--- config.mk ---
export PLATFORM = sky130hd
export DESIGN_NAME = fifo_ctrl
export DESIGN_NICKNAME = d
export VERILOG_FILES = /design/src/rtl/fifo_ctrl_pkg.sv /design/src/rtl/ptr_counter.sv /design/src/rtl/fifo_ctrl.sv
export SDC_FILE = /design/constraint.sdc
export NUM_CORES = 1
export LEC_CHECK = 0
export ABC_AREA = 1
export CAP_MARGIN = 20
export CORE_MARGIN = 5
export CORE_UTILIZATION = 30
export DETAILED_ROUTE_END_ITERATION = 10
export HOLD_SLACK_MARGIN = 0.12
export PLACE_DENSITY = 0.65
export SLEW_MARGIN = 5
export SYNTH_ARGS = -nofsm -noshare
export SYNTH_HDL_FRONTEND = slang
export SYNTH_HIERARCHICAL = 1
export SYNTH_SLANG_ARGS = --single-unit
--- constraint.sdc ---
create_clock -name clk -period 6.9 [get_ports clk]
set_clock_uncertainty 0.15 [all_clocks]
set_input_delay 1.38 -clock clk [delete_from_list [all_inputs] [get_ports clk]]
set_output_delay 1.38 -clock clk [all_outputs]
set_load 0.01 [all_outputs]
--- src/rtl/fifo_ctrl_pkg.sv ---
// fifo_ctrl shared definitions: status encodings and
// default geometry so memory, controller and benches agree.
package fifo_ctrl_pkg;

  localparam int DEF_MEM_SIZE  = 8;
  localparam int DEF_WORD_SIZE = 10;
  localparam int DEF_PTR       = 3;
  localparam int DEF_AF_TH     = 6;
  localparam int DEF_AE_TH     = 2;

  typedef enum logic [1:0] {
    ST_INIT   = 2'd0,
    ST_IDLE   = 2'd1,
    ST_ACTIVE = 2'd2,
    ST_ERR    = 2'd3
  } state_e;

endpackage

--- src/rtl/ptr_counter.sv ---
// Enable-increment pointer; wraps through natural
// PTR-bit overflow.
module ptr_counter #(
  parameter int PTR = 3
) (
  input  logic           clk,
  input  logic           rst_n,
  input  logic           en,
  output logic [PTR-1:0] ptr
);

  always_ff @(posedge clk or negedge rst_n) begin
    if (!rst_n) begin
      ptr <= '0;
    end else if (en) begin
      ptr <= ptr + 1'b1;
    end
  end

endmodule

--- src/rtl/fifo_ctrl.sv ---
// FIFO pointer/flag controller for the memory block.
// FIFO_CTRL_ERR_STICKY_EN: error and ERR state hold until reset.
module fifo_ctrl
  import fifo_ctrl_pkg::*;
#(
  parameter int MEM_SIZE  = DEF_MEM_SIZE,
  parameter int WORD_SIZE = DEF_WORD_SIZE,
  parameter int PTR       = DEF_PTR,
  parameter int AF_TH     = DEF_AF_TH,
  parameter int AE_TH     = DEF_AE_TH
) (
  input  logic           clk,
  input  logic           reset,
  input  logic           push_req,
  input  logic           pop_req,
  output logic           push,
  output logic           pop,
  output logic [PTR-1:0] wr_ptr,
  output logic [PTR-1:0] rd_ptr,
  output logic [PTR:0]   count,
  output logic           full,
  output logic           empty,
  output logic           almost_full,
  output logic           almost_empty,
  output logic           valid_out,
  output logic           error
);

  localparam int CW = PTR + 1;

  if (MEM_SIZE != (1 << PTR) || WORD_SIZE < 1)
  begin : g_bad_cfg
    $error("fifo_ctrl: MEM_SIZE must be 2**PTR");
  end

  logic         pop_acc;
  logic         push_acc;
  logic         err_cond;
  logic         err_d;
  logic [PTR:0] count_d;
  state_e       state_q;
  state_e       state_d;

  // No bypass: an empty FIFO rejects pop even with a push.
  assign pop_acc  = reset & pop_req & ~empty;
  assign push_acc = reset & push_req & (~full | pop_acc);
  assign push     = push_acc;
  assign pop      = pop_acc;

  assign err_cond = (push_req & ~push_acc)
                  | (pop_req & ~pop_acc);

  assign count_d = count
                 + {{PTR{1'b0}}, push_acc}
                 - {{PTR{1'b0}}, pop_acc};

`ifdef FIFO_CTRL_ERR_STICKY_EN
  assign err_d = error | err_cond;
`else
  assign err_d = err_cond;
`endif

  ptr_counter #(.PTR(PTR)) u_wr_ptr (
    .clk   (clk),
    .rst_n (reset),
    .en    (push_acc),
    .ptr   (wr_ptr)
  );

  ptr_counter #(.PTR(PTR)) u_rd_ptr (
    .clk   (clk),
    .rst_n (reset),
    .en    (pop_acc),
    .ptr   (rd_ptr)
  );

  // Flags come from next-count so they line up with count.
  always_ff @(posedge clk or negedge reset) begin
    if (!reset) begin
      count        <= '0;
      full         <= 1'b0;
      empty        <= 1'b1;
      almost_full  <= 1'b0;
      almost_empty <= 1'b1;
      valid_out    <= 1'b0;
      error        <= 1'b0;
    end else begin
      count        <= count_d;
      full         <= count_d == CW'(MEM_SIZE);
      empty        <= count_d == '0;
      almost_full  <= count_d >= CW'(AF_TH);
      almost_empty <= count_d <= CW'(AE_TH);
      valid_out    <= pop_acc;
      error        <= err_d;
    end
  end

  always_ff @(posedge clk or negedge reset) begin
    if (!reset) begin
      state_q <= ST_INIT;
    end else begin
      state_q <= state_d;
    end
  end

  always_comb begin
    state_d = state_q;
    unique case (state_q)
      ST_INIT: begin
        state_d = ST_IDLE;
      end
      ST_IDLE: begin
        if (push_acc) state_d = ST_ACTIVE;
      end
      ST_ACTIVE: begin
        if (count_d == '0) state_d = ST_IDLE;
      end
      ST_ERR: begin
`ifdef FIFO_CTRL_ERR_STICKY_EN
        state_d = ST_ERR;
`else
        state_d = (count_d == '0) ? ST_IDLE
                                  : ST_ACTIVE;
`endif
      end
    endcase
    if (err_cond) state_d = ST_ERR;
  end

endmodule

==> key figures <==
Run status
  • Status: finished, final reports clean

Placed design
  • Global placer's final weighted congestion: 0.7519
  • Port Buf Inserts: 21
  • Dpl hpwl: 1228 um
  • Place WS: 1.628 ns

Floorplan
  • Initial core utilization: 31.62%
  • Die height: 61.10 um
  • I/O pins: 22
  • Area of the die: 0.003733 sq mm
  • Die W: 61.10 um
  • Rows: 18
  • CORE AREA: 0.002477 sq mm

STA
  • Final setup fails: 0
  • Final WS setup: 1.690 ns
  • Period utilization: 75.51%
  • RSZ-0062 raised after global routing: false
  • Slew Viols, Final: 0
  • FMAX: 191.9 MHz
  • TNS Setup: 0 ns
  • Final worst path period need: 5.210 ns
  • Worst Tran Pin Value: 0.7249 ns
  • Final hold vios: 0
  • Rel. slew slack: 51.52%

GRT
  • First-pass GRT wire length: 2566 um
  • Overall Global Routing Usage: 9.389%
  • Total congestion overflow: 0
  • Initial antenna violation count: 0
  • Vias in the first global route: 630
  • Largest net degree at the start of global routing: 19

Routing
  • WL per Instance: 10.37 um
  • DRT Pass-1 Iters: 4
  • Via density: 4.324
  • Vias: 614
  • DRC Markers: 0
  • Total Wirelength: 1473 um
  • Initial DRC Count: 5
  • Post-DRT Antenna Nets: 0

Logic synthesis
  • Syn nets: 98
  • Largest family of logic cells by synthesized area: simple AND/OR/NAND/NOR gates
  • Complex-gate fraction of the synthesized area: 3.834%
  • Ys flop type: dfrtp_1
  • Post-synthesis adder-cell area fraction: 12.14%
  • Post-synth EDFFs: 0
  • Post-Synth XOR/XNOR Area: 3.355%
  • Mux share of post-synthesis cell area: 0%
  • Share of the synthesized area in the top cell type: 44.73%
  • Synth warnings: 6
  • Cell area after synthesis: 783.3 sq um
  • Post-synth top cells: inv_1 (18), nand2_1 (18), dfrtp_1 (14)
  • Synth Area per Inst: 9.003 sq um
  • Yosys top cell by area: dfrtp_1
  • Gate Count Post-Synth: 87
  • Seq cells post-synth: 16
  • Sequential fraction of the synthesis area: 51.44%
  • Post-Synth Simple-Gate Area: 19.65%
  • Netlist cell types: 15
  • Top post-synthesis cells by area: dfrtp_1 (45%), ha_1 (9.6%), inv_1 (8.6%)
  • Asr flop ratio synth: 100.0%

Run
  • Total of max-cap violations: 0

Critical path
  • CP max FO: 18
  • Startpoint types: input port
  • WS Path Type: input port to output port
  • CP required: 5.37 ns
  • Crit end category: output port
  • Crit path DAT: 3.68 ns

Clock network
  • CTS Buffer Depth: 2
  • H-tree levels: 1
  • Clock-pin slew on the worst setup and hold paths: 0.08 ns
  • Clock sink count: 16
  • CTS tree: yes
  • CTS root buf: clkbuf_4
  • PostCTS Resize Cnt: 0
  • Post CTS Setup Buffer Count: 0
  • Hold buffer count at CTS: 0
  • Total CTS buffers: 3
  • Skew-Pair Late Insertion Delay: 0.27 ns

Cells and area
  • ANT cells: 0
  • Fin nets: 124
  • Layout cells sized above 1: 10.71%
  • Area growth syn-to-layout: 34.98%

Pwr
  • Leakage: 0.5343 nW
  • Peak supply drop: 0.2323 mV
  • Tot Pwr: 0.0005195 W
  • Power per cell area: 491.3 mW/mm^2

Hold path
  • Worst Hold Class: register to register
## layout by cell type (no fill, tap or decap), types with 2 or more instances in the layout
master           count
dfstp_2              2
xor2_1               3
nor2_1               5
nand3_1              6
clkdlybuf4s50_1     21
nand2_2              4
inv_1               18
a21oi_1              2
dfrtp_1             14
clkbuf_4             3
inv_2                2
o21ai_0              4
nand2_1             18
ha_1                 6
## registers in the layout, summed over array words and instances, names as in the netlist
register      flops
count             4
u_rd_ptr/ptr      3
u_wr_ptr/ptr      3
almost_empty      1
almost_full       1
empty             1
error             1
full              1
valid_out         1
## per-stage QoR
stage                     instances  area [sq um]  hold slack, ns  utilization (%)
after floorplan                  87         783.3          0.3768                -
after global placement          138          1031          0.3345            41.62
after detailed placement        138          1031          0.3485            41.62
after CTS                       142          1057          0.3596            42.68
after global routing            142          1057          0.3849            42.68
final                           142          1057          0.3620            42.68
## final cells by class
type,count,area [sq um]
clock buffer,4,26.28
tap,30,37.54
multi-input combinational,51,305.3
inverter,20,75.07
timing repair buffer,21,210.2
fill,258,1420
sequential,16,402.9
## final timing paths
| kind | slack [ns] | depth (start not counted) | to | startpoint |
|---|---|---|---|---|
| max | 1.69 | 6 | push | reset |
| min reg2reg | 0.36 | 1 | u_rd_ptr/ptr[0]$_DFFE_PN0P_ | u_rd_ptr/ptr[0]$_DFFE_PN0P_ |
| max reg2reg | 4.38 | 11 | empty$_DFF_PN1_ | empty$_DFF_PN1_ |
| min in group asynchronous | 1.38 | 1 | u_wr_ptr/ptr[2]$_DFFE_PN0P_ | reset |
| max in group asynchronous | 4.75 | 1 | almost_full$_DFF_PN0_ | reset |
| min | 0.36 | 1 | u_rd_ptr/ptr[0]$_DFFE_PN0P_ | u_rd_ptr/ptr[0]$_DFFE_PN0P_ |
## where the power goes
| group | internal (W) | total (W) | switching (W) | leakage, nW |
|---|---|---|---|---|
| combinational | 0.000143 | 0.000298 | 0.000155 | 0.334 |
| clock | 0.0000223 | 0.0000481 | 0.0000258 | 0.0150 |
| sequential | 0.000141 | 0.000174 | 0.0000328 | 0.185 |
| total | 0.000306 | 0.000519 | 0.000213 | 0.534 |
## logic make-up (layout without fill, tap and decap cells)
group           Yosys count  after routing
flops                    16             16
xor+xnor                  3              3
compound gates            6              6
simple gates             35             35
buf+inv                  20             45
fa+ha+maj                 7              7
## layer usage
| metal | up-vias | share of wire, % | GRT usage, % | routed length (um) |
|---|---|---|---|---|
| li1 | 311 | - | - | - |
| met1 | 285 | 44 | 11.21 | 649 |
| met2 | 16 | 47 | 16.01 | 697 |
| met3 | 2 | 6.0 | 1.258 | 89 |
| met4 | 0 | 2.5 | 5.573 | 37 |
| met5 | - | 0 | 0 | 0 |
## critical path, cell delays in order
cell	delay, ns
clkdlybuf4s50_1	0.94
inv_1	0.12
nor2_1	0.11
nand2_1	0.07
a21oi_1	0.42
clkdlybuf4s50_1	0.64
Note: power is estimated with default switching activity, not from simulation.
